--- config.mk ---
export PLATFORM = sky130hd
export DESIGN_NAME = mini_alu_sequencer
export DESIGN_NICKNAME = d
export VERILOG_FILES = /design/src/rtl/mini_cpu_pkg.sv /design/src/rtl/seq_muldiv.sv /design/src/rtl/mini_alu_sequencer.sv
export SDC_FILE = /design/constraint.sdc
export NUM_CORES = 1
export LEC_CHECK = 0
export ABC_AREA = 1
export CAP_MARGIN = 20
export CORE_ASPECT_RATIO = 1.5
export CORE_MARGIN = 2
export CORE_UTILIZATION = 31
export CTS_BUF_LIST = sky130_fd_sc_hd__clkbuf_4 sky130_fd_sc_hd__clkbuf_8
export CTS_CLUSTER_DIAMETER = 60
export DETAILED_ROUTE_END_ITERATION = 12
export DONT_BUFFER_PORTS = 1
export MAX_ROUTING_LAYER = met4
export PLACE_DENSITY = 0.52
export SYNTH_ARGS = -nofsm -noshare
export SYNTH_HDL_FRONTEND = slang
export SYNTH_SLANG_ARGS = --single-unit
--- constraint.sdc ---
create_clock -name clk -period 4.1 [get_ports clk]
set_input_delay 0.41 -clock clk [delete_from_list [all_inputs] [get_ports clk]]
set_output_delay 0.41 -clock clk [all_outputs]
set_load 0.02 [all_outputs]
--- src/rtl/mini_cpu_pkg.sv ---
// Shared definitions for the mini CPU datapath: opcodes, FSM encoding
// and the flag bit positions of the display word.
package mini_cpu_pkg;

    localparam logic [1:0] OP_ADD = 2'b00;
    localparam logic [1:0] OP_SUB = 2'b01;
    localparam logic [1:0] OP_MUL = 2'b10;
    localparam logic [1:0] OP_DIV = 2'b11;

    localparam int DISP_MUL_BIT = 8;
    localparam int DISP_DIV_BIT = 9;

    typedef enum logic {
        S_IDLE,
        S_EXEC
    } state_t;

endpackage

--- src/rtl/seq_muldiv.sv ---
// Iterative shift-add multiplier / restoring divider sharing one register set.
// Outputs are the post-step values so the caller can capture on the last step.
module seq_muldiv
    import mini_cpu_pkg::*;
#(
    parameter int W = 4
) (
    input  logic           clk,
    input  logic           rst_n,
    input  logic           load,
    input  logic           step,
    input  logic           is_div,
    input  logic [W-1:0]   a,
    input  logic [W-1:0]   b,
    output logic [2*W-1:0] product,
    output logic [W-1:0]   quotient,
    output logic [W-1:0]   remainder
);

    // acc: product / partial remainder; sh: multiplicand / dividend-quotient
    logic [2*W-1:0] acc, acc_n;
    logic [2*W-1:0] sh, sh_n;
    logic [W-1:0]   bq, bq_n;
    logic [W:0]     r_sh;
    logic [W-1:0]   rsub;
    logic           ge;

    always_comb begin
        acc_n = acc;
        sh_n  = sh;
        bq_n  = bq;
        r_sh  = '0;
        rsub  = '0;
        ge    = 1'b0;
        if (is_div) begin
            r_sh  = {acc[W-1:0], sh[W-1]};
            ge    = (r_sh >= {1'b0, bq});
            rsub  = r_sh[W-1:0] - bq;
            acc_n = {W'(0), (ge ? rsub : r_sh[W-1:0])};
            sh_n  = {W'(0), sh[W-2:0], ge};
        end else begin
            acc_n = acc + (bq[0] ? sh : '0);
            sh_n  = sh << 1;
            bq_n  = bq >> 1;
        end
    end

    assign product   = acc_n;
    assign quotient  = sh_n[W-1:0];
    assign remainder = acc_n[W-1:0];

    always_ff @(posedge clk or negedge rst_n) begin
        if (!rst_n) begin
            acc <= '0;
            sh  <= '0;
            bq  <= '0;
        end else if (load) begin
            acc <= '0;
            sh  <= {W'(0), a};
            bq  <= b;
        end else if (step) begin
            acc <= acc_n;
            sh  <= sh_n;
            bq  <= bq_n;
        end
    end

endmodule

--- src/rtl/mini_alu_sequencer.sv ---
// Multi-cycle ALU feeding the two-digit hex display; ADD/SUB finish in one
// cycle, MUL/DIV iterate W cycles in seq_muldiv.
module mini_alu_sequencer
    import mini_cpu_pkg::*;
#(
    parameter int W = 4
) (
    input  logic           clk,
    input  logic           rst_n,
    input  logic           start,
    input  logic [1:0]     op,
    input  logic [W-1:0]   operand_a,
    input  logic [W-1:0]   operand_b,
    output logic [2*W+1:0] disp_word,
    output logic           busy,
    output logic           done,
    output logic           err
);

    localparam int CW = $clog2(W + 1);

    state_t         state_q, state_d;
    logic [1:0]     op_q;
    logic [W-1:0]   a_q, b_q;
    logic           dz_q;
    logic [CW-1:0]  cnt_q;
    logic [2*W+1:0] disp_q, res;
    logic           done_q, err_q;
    logic           accept, step, fin;
    logic           div_zero, iter;
    logic [2*W-1:0] product;
    logic [W-1:0]   quotient, remainder;

    assign div_zero = (op == OP_DIV) && (operand_b == '0);
    assign iter     = op[1] && !div_zero;

    always_comb begin
        state_d = state_q;
        accept  = 1'b0;
        step    = 1'b0;
        fin     = 1'b0;
        res     = '0;
        unique case (state_q)
            S_IDLE: begin
                if (start) begin
                    accept  = 1'b1;
                    state_d = S_EXEC;
                end
            end
            S_EXEC: begin
                unique case (1'b1)
                    dz_q: begin
                        fin               = 1'b1;
                        res[2*W-1:0]      = '1;
                        res[DISP_DIV_BIT] = 1'b1;
                    end
                    (op_q == OP_ADD): begin
                        fin          = 1'b1;
                        res[2*W-1:0] = {W'(0), a_q} + {W'(0), b_q};
                    end
                    (op_q == OP_SUB): begin
                        fin          = 1'b1;
                        res[2*W-1:0] = {W'(0), a_q} - {W'(0), b_q};
                    end
                    default: begin
                        step = 1'b1;
                        fin  = (cnt_q == CW'(1));
                        if (op_q == OP_MUL) begin
                            res[2*W-1:0]      = product;
                            res[DISP_MUL_BIT] = 1'b1;
                        end else begin
                            res[2*W-1:0]      = {quotient, remainder};
                            res[DISP_DIV_BIT] = 1'b1;
                        end
                    end
                endcase
                if (fin) state_d = S_IDLE;
            end
            default: state_d = S_IDLE;
        endcase
    end

    always_ff @(posedge clk or negedge rst_n) begin
        if (!rst_n) begin
            state_q <= S_IDLE;
        end else begin
            state_q <= state_d;
        end
    end

    always_ff @(posedge clk or negedge rst_n) begin
        if (!rst_n) begin
            op_q   <= OP_ADD;
            a_q    <= '0;
            b_q    <= '0;
            dz_q   <= 1'b0;
            cnt_q  <= '0;
            disp_q <= '0;
            done_q <= 1'b0;
            err_q  <= 1'b0;
        end else begin
            done_q <= fin;
            if (accept) begin
                op_q  <= op;
                a_q   <= operand_a;
                b_q   <= operand_b;
                dz_q  <= div_zero;
                err_q <= 1'b0;
                cnt_q <= iter ? CW'(W) : '0;
            end else if (step) begin
                cnt_q <= cnt_q - CW'(1);
            end
            if (fin) begin
                disp_q <= res;
                if (dz_q) err_q <= 1'b1;
            end
        end
    end

    seq_muldiv #(.W(W)) u_muldiv (
        .clk       (clk),
        .rst_n     (rst_n),
        .load      (accept),
        .step      (step),
        .is_div    (op_q == OP_DIV),
        .a         (operand_a),
        .b         (operand_b),
        .product   (product),
        .quotient  (quotient),
        .remainder (remainder)
    );

    assign disp_word = disp_q;
    assign busy      = (state_q == S_EXEC);
    assign done      = done_q;
    assign err       = err_q;

endmodule

==> reports/qor.txt, run 1 <==
Full die area = 10500 um2
Category of the worst setup path launch point = flip-flop
Count of inserted antenna diode cells = 0
Area share of xor/xnor cells in the synthesized design = 0.00878
Combinational family with the most area after synthesis = simple AND/OR/NAND/NOR gates
Post-detailed-placement half-perimeter wirelength = 6.00 mm
Synthesized instance count = 378
R2r worst-path depth = 11
Kind of end point of the critical path = flip-flop
Highest net fanout along the worst path = 11
Worst hold slack across all endpoints = 0.240 ns
Post-cts resize count = 0
Post-synthesis instance area = 2990 um2
Mux cell area share after synthesis = 0
Total detailed-routing wirelength = 7.54 mm
Global-route wire length before repair = 12.8 mm
Measured slew at the worst slew-check pin = 0.472 ns
Total core area = 9310 um2
Number of unique standard cell types used by synthesis = 33
Y dimension of the die = 124 um
Leak = 1.68 nW
Largest stage delay on the critical path = 0.51 ns
CTS H-tree depth = 2
Final critical delay including setup and external delays = 2.11 ns
Library cell used as clock root buffer = clkbuf_8
Final number of hold-violating endpoints = 0
First-pass DRT Iterations = 4
Worst-case clock skew = 0.00381 ns
Areal power density over the cells = 775 nW/um2
Number of primary I/O pins = 26
Worst-path cell chain = nand2_1 -> inv_1 -> ha_1 -> fa_1 -> nand3_1 -> nand2_1 -> or2_2 -> nand3_1 -> nand3_1 -> o21ai_1 -> nand2_1
Port Buffer Count = 0
Area growth from synthesis to layout = 7.03%
Fraction of layout instances using a drive strength above 1 = 0.0763
Overall die width = 84.2 um
Maximum resistive drop on vdd = 0.346 mV
Setup Viol. Count Final = 0
Top achievable clock speed = 475 MHz
Total gr overflow = 0
Average cell area after synthesis = 7.91 um2
Total clock buffers created by CTS = 5
Sequential area share after synthesis = 0.393
RSZ-0062 raised after global routing = false
Clock transition time at the flip-flop clock pins of the worst setup and hold paths = 0.08 ns
Path category of the worst min-delay check = input port to flip-flop
Residual antenna-violating net count after detailed routing = 0
Synthesized Nets = 417
Required time of the critical path = 4.30 ns
Pin count of the biggest net entering global routing = 48
Data arrival time of the critical path = 2.31 ns
Worst hold path depth = 2
# rows = 43
Clock insertion delay at the later pin of the skew report = 0.30 ns
Vias per Instance = 4.93
CTS tree = yes
Sum of negative setup slack = 0 ns
Yosys top cell area share = 0.393
Initial core utilization = 0.321
Global-route usage over all layers = 0.160
Share of the clock period used by the worst path = 0.514
Number of inserted filler cells in the final layout = 1001
Number of global-route vias before repair = 2538
Number of antenna violations at the first check in global routing = 0
Share of synthesized cell area in full adder, half adder and majority cells = 0.119
Overall via count from detail_route = 2427
Fraction of the mapped netlist area in simple logic gates = 0.270
Buffer depth of the longest clock path = 2
Type of the worst setup path = flip-flop to flip-flop
Max capacitance violation total = 0
Fin. max-slew vios = 0
Total of hold buffers inserted after clock tree synthesis = 2
Share of the synthesized area in compound gates (AO/OA/AOI/OAI) = 0.117
First-iteration detailed-routing DRC count = 113
Remaining DRCs = 0
Worst rel slew slack = 0.684
Dominant cell type by area after synthesis = dfrtp_1
Ranking of synthesized cells by area = dfrtp_1 39%, nand2_1 15%, ha_1 9.2%, inv_1 6.3%, nand3_1 5.4%
Standard cell with the maximum stage delay on the critical path = dfrtp_1
Multi-input combinational cell area = 1540 um2
Average wire per cell in the routed design = 15.3 um
RePlAce Congestion = 0.867
Result of the run = finished clean
Sequential cell area = 1180 um2
Flip-flop and latch count after synthesis = 47
Setup Fix Bufs, Post-CTS = 0
Synthesis Warnings = 0
Final net count = 418
Clock sink count = 47
[where the power goes]
part	switching [mW]	leakage, nW	internal (mW)
registers	0.244	0.604	0.637
clock network	0.154	0.0491	0.133
logic	0.844	1.03	0.470
[worst paths after layout]
kind | to | start | slack, ns
setup / recovery | disp_word[4] | u_muldiv.bq[0] | 1.99
setup reg to reg | disp_word[4] | u_muldiv.bq[0] | 1.99
hold / removal | op_q[1] | op[1] | 0.24
hold reg to reg | u_muldiv.acc[5] | u_muldiv.acc[5] | 0.51
min in group asynchronous | u_muldiv.acc[0] | rst_n | 0.59
max in group asynchronous | u_muldiv.acc[5] | rst_n | 3.27
[final cells by class]
type / count / area share
sequential: 47 / 0.367
inverter: 57 / 0.0684
clock inverter: 1 / 0.00156
multi-input combinational: 266 / 0.481
timing repair buffer: 2 / 0.0117
clock buffer: 7 / 0.0262
tap: 112 / 0.0438
[state kept, by name, indices dropped and copies added, names as in the netlist, 2 cells and up]
name	count
u_muldiv.sh	8
op_q	2
cnt_q	3
u_muldiv.bq	4
disp_word	10
a_q	4
u_muldiv.acc	8
b_q	4
[placed cells by master, fill, tap and decap left out, types with 3 or more instances in the layout]
cell / instances
xnor2_1: 3
nor2_1: 13
o22ai_1: 4
nand4_1: 5
nand2_1: 122
a31oi_1: 4
ha_1: 22
inv_2: 5
nand3_1: 32
o221ai_1: 5
clkbuf_8: 5
fa_1: 4
inv_1: 50
a21oi_1: 13
dfrtp_1: 47
o21ai_0: 20
[Yosys cell counts, drive strengths merged]
library cell and number:
or2 2, a32o 1, nand3b 1, o211ai 2, nand4 5, o21a 1
fa 4, xnor2 3, o21ai 22, a21oi 15, buf 8, o22ai 4
o221ai 5, dfrtp 47, nand3 32, nand2 126, a31oi 5, ha 22
inv 57, nor2 16
[per-layer routing]
layer,up-vias,share of wire,global-route usage
met5,-,0,-
met4,0,0.045,0.0806
met3,15,0.024,0.0239
met2,41,0.49,0.265
met1,1144,0.44,0.186
li1,1227,-,-
[per-stage QoR]
stage | area, um2 | utilization | power [mW] | cells | worst slack [ns]
after floorplan | 2990 | - | 1.90 | 378 | 2.12
after global placement | 3080 | 0.330 | 2.20 | 482 | 2.04
after detailed placement | 3080 | 0.330 | 2.21 | 482 | 1.99
after CTS | 3200 | 0.344 | 2.52 | 492 | 1.98
after global routing | 3200 | 0.344 | 2.74 | 492 | 1.83
final | 3200 | 0.344 | 2.48 | 492 | 1.99
[cell families (layout without fill, tap and decap cells)]
logic type / after synthesis / in the layout
DFF: 47 / 47
xor gates and xnor gates: 3 / 3
adders and majority gates: 26 / 26
and+or+nand+nor: 182 / 182
AOI/OAI and AO/OA: 55 / 55
buffers and inverters: 65 / 67
[critical path: cells and delay by family (launching register included)]
family | cells | cell delay [ns]
simple gates | 7 | 0.75
fa+ha+maj | 2 | 0.61
flops | 1 | 0.51
compound gates | 1 | 0.08
buf+inv | 1 | 0.04
Power figures use the tool's default switching activity.
==> inputs of run 2 (changes only) <==
--- a/config.mk
+++ b/config.mk
@@ -15,7 +15,7 @@
 export DETAILED_ROUTE_END_ITERATION = 12
 export DONT_BUFFER_PORTS = 1
 export MAX_ROUTING_LAYER = met4
-export PLACE_DENSITY = 0.52
+export PLACE_DENSITY = 0.53
 export SYNTH_ARGS = -nofsm -noshare
 export SYNTH_HDL_FRONTEND = slang
 export SYNTH_SLANG_ARGS = --single-unit
==> constraint.sdc (replaced) <==
create_clock -name clk -period 1.8 [get_ports clk]
set_input_delay 0.18 -clock clk [delete_from_list [all_inputs] [get_ports clk]]
set_output_delay 0.18 -clock clk [all_outputs]
set_load 0.02 [all_outputs]
==> run 2 against run 1 <==
Against the previous run:
- the run now ends with negative setup slack left
- sequential power increased by 120%
- worst setup slack got worse by 2.0 ns
- first-iteration DRC count fell by 6.2%
- clock-buffer cell count down 1
- die area stayed put
- global-route usage increased by 1.5 points
- critical endpoint unchanged
- flip-flop and latch count did not move
- cell count up 5.9%
- hold slack lost 0.18 ns
- sequential share of layout area shrank 4.7 points
- combinational power increased to 3.0 times the previous value
==> reports/qor.txt, run 2 (synthesis gave the netlist of run 1 again) <==
Worst-path cell chain = nand2_2 -> inv_2 -> ha_4 -> fa_2 -> nand3_2 -> nand2_2 -> or2_4 -> nand3_2 -> nand3_2 -> o21ai_1 -> nand2_1 (was nand2_1 -> inv_1 -> ha_1 -> fa_1 -> nand3_1 -> nand2_1 -> or2_2 -> nand3_1 -> nand3_1 -> o21ai_1 -> nand2_1)
Standard cell with the maximum stage delay on the critical path = dfrtp_2 (was dfrtp_1)
Failing checks = negative setup slack
Non-filler cells in the finished layout = 521 (was 492)
Most frequent standard cell in the layout excluding fill and tap cells = nand2_1 (unchanged)
Total clock buffers created by CTS = 5 (unchanged)
Required time of the critical path = 2.01 ns (was 4.30 ns)
Average wire per cell in the routed design = 16.3 um (was 15.3 um)
Top achievable clock speed = 540 MHz (was 475 MHz)
Global-route usage over all layers = 0.175 (was 0.160)
Library cell used as clock root buffer = clkbuf_8 (unchanged)
Total gr overflow = 0 (unchanged)
Cell count after placement = 506 (was 482)
Clock sink count = 47 (unchanged)
Overall die width = 84.2 um (unchanged)
Remaining DRCs = 0 (unchanged)
Worst reg2reg setup slack = -0.05 ns (was 1.99 ns)
RSZ-0062 raised after global routing = true (was false)
Sum of negative setup slack = -0.0851 ns (was 0 ns)
Vias per Instance = 5.02 (was 4.93)
Y dimension of the die = 124 um (unchanged)
Final critical delay including setup and external delays = 1.85 ns (was 2.11 ns)
Min-Delay Startpoint = operand_a[2] (was op[1])
Initial core utilization = 0.321 (unchanged)
Global-route met1 utilization = 0.198 (was 0.186)
# rows = 43 (unchanged)
Logic depth of the worst setup path including buffers = 11 (unchanged)
Highest-count cells in the layout ignoring fill and taps = 113 x nand2_1, 48 x inv_1, 45 x dfrtp_1 (was 122 x nand2_1, 50 x inv_1, 47 x dfrtp_1)
Largest stage delay on the critical path = 0.45 ns (was 0.51 ns)
Highest net fanout along the worst path = 6 (was 11)
Port Buffer Count = 0 (unchanged)
Number of inserted filler cells in the final layout = 960 (was 1001)
Worst rel slew slack = 0.796 (was 0.684)
Buffers plus inverters on the worst setup path = 1 (unchanged)
CTS tree = yes (unchanged)
Global-route wire length before repair = 13.8 mm (was 12.8 mm)
CTS H-tree depth = 2 (unchanged)
Gate family responsible for the most delay along the worst path = simple AND/OR/NAND/NOR gates (unchanged)
Areal power density over the cells = 1860 nW/um2 (was 775 nW/um2)
Minimum setup slack in the final design = -0.0512 ns (was 1.99 ns)
Max capacitance violation total = 0 (unchanged)
Pin count of the biggest net entering global routing = 48 (unchanged)
Pre-CTS WS = -0.150 ns (was 1.99 ns)
Share of the clock period used by the worst path = 1.03 (was 0.514)
Clock insertion delay at the later pin of the skew report = 0.31 ns (was 0.30 ns)
RePlAce Congestion = 0.881 (was 0.867)
GRT met3 Usage = 0.0285 (was 0.0239)
Maximum resistive drop on vdd = 0.806 mV (was 0.346 mV)
Met2 Resource Use GR = 0.295 (was 0.265)
Number of primary I/O pins = 26 (unchanged)
Flip-flop count of the largest register after layout = 10 (unchanged)
Residual antenna-violating net count after detailed routing = 0 (unchanged)
Fraction of layout instances using a drive strength above 1 = 0.230 (was 0.0763)
Total core area = 9310 um2 (unchanged)
Path category of the worst min-delay check = input port to flip-flop (unchanged)
R2r worst-path depth = 11 (unchanged)
Final number of hold-violating endpoints = 0 (unchanged)
Area growth from synthesis to layout = 22.8% (was 7.03%)
First-pass DRT Iterations = 4 (unchanged)
Post-detailed-placement half-perimeter wirelength = 6.56 mm (was 6.00 mm)
CP startpoint = u_muldiv.bq[0] (unchanged)
Overall via count from detail_route = 2615 (was 2427)
Kind of end point of the critical path = flip-flop (unchanged)
Category of the worst setup path launch point = flip-flop (unchanged)
Number of antenna violations at the first check in global routing = 0 (unchanged)
Grt peak-use layer = met2 (unchanged)
Clock transition time at the flip-flop clock pins of the worst setup and hold paths = 0.09 ns (was 0.08 ns)
Worst hold slack across all endpoints = 0.0647 ns (was 0.240 ns)
Worst hold path depth = 2 (unchanged)
Worst-case clock skew = 0.00668 ns (was 0.00381 ns)
Fin. max-slew vios = 0 (unchanged)
Total non-filler cell area in the finished layout = 3670 um2 (was 3200 um2)
Leak = 1.85 nW (was 1.68 nW)
Final net count = 447 (was 418)
Measured slew at the worst slew-check pin = 0.306 ns (was 0.472 ns)
Type of the worst setup path = flip-flop to flip-flop (unchanged)
Most Frequent Cell on Critical Path = nand3_2
First-iteration detailed-routing DRC count = 106 (was 113)
Worst r2r src = u_muldiv.bq[0] (unchanged)
Number of global-route vias before repair = 2723 (was 2538)
Count of inserted antenna diode cells = 0 (unchanged)
Total detailed-routing wirelength = 8.50 mm (was 7.54 mm)
Buffer depth of the longest clock path = 2 (unchanged)
Result of the run = complete, but fails checks (was finished clean)
Data arrival time of the critical path = 2.06 ns (was 2.31 ns)
Setup Viol. Count Final = 4 (was 0)
Total cell area at the placement stage = 3280 um2 (was 3080 um2)
Full die area = 10500 um2 (unchanged)
-- run 2: final cells by class --
cell class | instances | area (um2) | share of cell area
timing repair buffer | 31 | 260 | 0.0708
inverter | 57 | 219 | 0.0596
tap | 112 | 140 | 0.0381
clock buffer | 6 | 76.3 | 0.0208
sequential | 47 | 1180 | 0.321
clock inverter | 2 | 60.1 | 0.0163
multi-input combinational | 266 | 1740 | 0.474
-- run 2: power by group --
| part | internal, mW | leakage, nW | switching (mW) | total, mW |
|---|---|---|---|---|
| combinational | 1.60 | 1.18 | 2.32 | 3.92 |
| clock | 0.570 | 0.0688 | 0.368 | 0.939 |
| sequential | 1.46 | 0.602 | 0.503 | 1.96 |
| total | 3.63 | 1.85 | 3.19 | 6.82 |
-- run 2: worst paths after layout --
check                            endpoint
setup / recovery             disp_word[4]
hold / removal                     a_q[2]
setup reg to reg             disp_word[4]
hold reg to reg                    b_q[0]
max in group asynchronous          a_q[1]
min in group asynchronous  u_muldiv.sh[4]
-- run 2: worst register-to-register path: cells and delay by family (launching register included) --
| family | cells | cell delay, ns |
|---|---|---|
| buffers and inverters | 1 | 0.04 |
| AO/OA/AOI/OAI | 1 | 0.09 |
| AND/OR/NAND/NOR | 7 | 0.64 |
| flip-flops | 1 | 0.45 |
| adder cells (fa/ha/maj) | 2 | 0.53 |
-- run 2: layer usage --
metal  vias to the layer above  share of wire
met2                        51           0.52
met4                         0          0.045
met3                        24          0.035
li1                       1280              -
met5                         -              0
met1                      1260           0.40
-- run 2: timing repair --
action	4_1_cts	5_1_grt
buffers inserted	0	3
endpoints found under the setup margin	9	16
hold endpoints to repair	49	0
hold buffers	4	0
gates resized for setup	9	27
pin swaps	3	8
-- run 2: stage by stage --
step / power (mW) / util
6_report: 6.82 / 0.395
3_3_place_gp: 5.51 / 0.352
2_1_floorplan: 4.36 / -
4_1_cts: 6.59 / 0.379
3_5_place_dp: 5.53 / 0.352
5_1_grt: 7.43 / 0.395
==> inputs of run 3 (changes only) <==
--- a/config.mk
+++ b/config.mk
@@ -16,6 +16,7 @@
 export DONT_BUFFER_PORTS = 1
 export MAX_ROUTING_LAYER = met4
 export PLACE_DENSITY = 0.53
+export REMOVE_ABC_BUFFERS = 1
 export SYNTH_ARGS = -nofsm -noshare
 export SYNTH_HDL_FRONTEND = slang
 export SYNTH_SLANG_ARGS = --single-unit
==> run 3 against run 2 <==
Against the previous run:
- the run still ends with negative setup slack left
- sequential share of layout area decreased by 0.71 points
- cell count up 0.58%
- maximum frequency is 1.4% lower
- clock-buffer cell count unchanged
- cell area is 2.1% higher
- register-to-register slack worse by 0.03 ns
- sequential power fell by 3%
- clock power rose by 2%
- non-clock buffer count up 3
- via count fell by 0.96%
- power up 1.4%
- die area stayed put
- largest power group unchanged
==> reports/qor.txt, run 3 (synthesis gave the netlist of run 1 again) <==
Result of the run = complete, but fails checks (unchanged)
Failing checks = negative setup slack (unchanged)
Worst rel slew slack = 0.796 (about the same)
Y dimension of the die = 124 um (unchanged)
Pin count of the biggest net entering global routing = 48 (unchanged)
Minimum setup slack in the final design = -0.0779 ns (was -0.0512 ns)
RePlAce Congestion = 0.888 (was 0.881)
Top achievable clock speed = 532 MHz (was 540 MHz)
Total gr overflow = 0 (unchanged)
Most frequent standard cell in the layout excluding fill and tap cells = nand2_1 (unchanged)
Clock insertion delay at the later pin of the skew report = 0.31 ns (about the same)
Kind of end point of the critical path = flip-flop (unchanged)
Worst-case clock skew = 0.00493 ns (was 0.00668 ns)
Maximum resistive drop on vdd = 0.915 mV (was 0.806 mV)
Global-route wire length before repair = 13.3 mm (was 13.8 mm)
Flip-flop count of the largest register after layout = 10 (unchanged)
Total core area = 9310 um2 (unchanged)
Full die area = 10500 um2 (unchanged)
First-pass DRT Iterations = 4 (unchanged)
# rows = 43 (unchanged)
Areal power density over the cells = 1840 nW/um2 (was 1860 nW/um2)
Remaining DRCs = 0 (unchanged)
Residual antenna-violating net count after detailed routing = 0 (unchanged)
Final critical delay including setup and external delays = 1.88 ns (was 1.85 ns)
Final number of hold-violating endpoints = 0 (unchanged)
Clock sink count = 47 (unchanged)
Setup Viol. Count Final = 6 (was 4)
Fraction of layout instances using a drive strength above 1 = 0.272 (was 0.230)
Clock transition time at the flip-flop clock pins of the worst setup and hold paths = 0.09 ns (about the same)
Overall die width = 84.2 um (unchanged)
Path category of the worst min-delay check = input port to flip-flop (unchanged)
Final total power = 6.91 mW (was 6.82 mW)
Highest net fanout along the worst path = 5 (was 6)
First-iteration detailed-routing DRC count = 136 (was 106)
Buffer depth of the longest clock path = 2 (unchanged)
Total clock buffers created by CTS = 5 (unchanged)
Number of global-route vias before repair = 2705 (was 2723)
Measured slew at the worst slew-check pin = 0.305 ns (was 0.306 ns)
RSZ-0062 raised after global routing = true (unchanged)
Highest-count cells in the layout ignoring fill and taps = 105 x nand2_1, 46 x inv_1, 46 x dfrtp_1 (was 113 x nand2_1, 48 x inv_1, 45 x dfrtp_1)
Required time of the critical path = 2.00 ns (was 2.01 ns)
Overall via count from detail_route = 2590 (was 2615)
Total non-filler cell area in the finished layout = 3750 um2 (was 3670 um2)
Vias per Instance = 4.94 (was 5.02)
Library cell used as clock root buffer = clkbuf_8 (unchanged)
Number of primary I/O pins = 26 (unchanged)
Data arrival time of the critical path = 2.08 ns (was 2.06 ns)
Worst reg2reg setup slack = -0.08 ns (was -0.05 ns)
Fin. max-slew vios = 0 (unchanged)
Share of the clock period used by the worst path = 1.04 (was 1.03)
Min-Delay Startpoint = op[0] (was operand_a[2])
Type of the worst setup path = flip-flop to flip-flop (unchanged)
Final net count = 450 (was 447)
Number of antenna violations at the first check in global routing = 0 (unchanged)
Worst hold path depth = 2 (unchanged)
Worst r2r src = u_muldiv.bq[0] (unchanged)
Hold-critical path endpoint = op_q[0] (was a_q[2])
Initial core utilization = 0.321 (unchanged)
Leak = 1.91 nW (was 1.85 nW)
Category of the worst setup path launch point = flip-flop (unchanged)
Total detailed-routing wirelength = 8.16 mm (was 8.50 mm)
Count of inserted antenna diode cells = 0 (unchanged)
CP startpoint = u_muldiv.bq[0] (unchanged)
Worst reg2reg endpoint = disp_word[2] (was disp_word[4])
R2r worst-path depth = 9 (was 11)
CTS tree = yes (unchanged)
Sum of negative setup slack = -0.281 ns (was -0.0851 ns)
Global-route usage over all layers = 0.167 (was 0.175)
CTS H-tree depth = 2 (unchanged)
Average wire per cell in the routed design = 15.6 um (was 16.3 um)
Total cell area at the placement stage = 3280 um2 (about the same)
Port Buffer Count = 0 (unchanged)
Area growth from synthesis to layout = 25.5% (was 22.8%)
Post-detailed-placement half-perimeter wirelength = 6.33 mm (was 6.56 mm)
Max capacitance violation total = 0 (unchanged)
## run 3: changes by cell type in the layout (fill, tap and decap cells not counted), sizes merged
cell and delta:
buf +4, dlygate4sd3 -1
## run 3: how the worst max path moves through the flow
stage,to
2_1_floorplan,disp_word[4]
3_3_place_gp,disp_word[4]
3_5_place_dp,disp_word[4]
4_1_cts,disp_word[6]
5_1_grt,disp_word[6]
6_report,disp_word[2]
## run 3: through the flow
| step | utilization | instances | setup slack, ns | hold WS [ns] |
|---|---|---|---|---|
| detailed placement | 0.352 | 509 | -0.160 | -0.115 |
| CTS | 0.391 | 524 | -0.0631 | 0.00147 |
| floorplan | - | 370 | -0.137 | -0.116 |
| finish | 0.403 | 524 | -0.0779 | 0.00764 |
| global route | 0.403 | 524 | -0.182 | 0.0254 |
| global placement | 0.352 | 509 | -0.110 | -0.114 |
## run 3: cell type report
| class | count | area [um2] |
|---|---|---|
| timing repair buffer | 34 | 288 |
| clock inverter | 2 | 60.1 |
| tap | 112 | 140 |
| fill | 956 | 5550 |
| inverter | 57 | 219 |
| multi-input combinational | 266 | 1790 |
| sequential | 47 | 1180 |
| clock buffer | 6 | 76.3 |
## run 3: layer usage
metal	vias up	global-route usage	part of all wire
li1	1289	-	-
met3	13	0.0205	0.025
met5	-	-	0
met2	52	0.301	0.54
met4	0	0.0702	0.029
met1	1236	0.183	0.40
## run 3: worst max-delay path: stages, from the launching register on
cell and delay (ns):
dfrtp_1 0.44, nand2_1 0.09, inv_2 0.05, ha_4 0.16, fa_2 0.41, or2_2 0.34
nand3_4 0.09, nand3_2 0.10, nand2_1 0.08, nand2_1 0.04
## run 3: timing repair
action / CTS / global route
endpoints found under the setup margin: 14 / 15
hold endpoints to repair: 48 / 0
resized for setup: 35 / 28
hold buffers: 3 / 0
pin swaps: 14 / 15
setup buffers: 4 / 1
## run 3: where the power goes
part           leakage [nW]  switching (mW)  internal [mW]
logic                  1.23            2.40           1.64
registers             0.603           0.460           1.45
clock network        0.0688           0.383          0.571
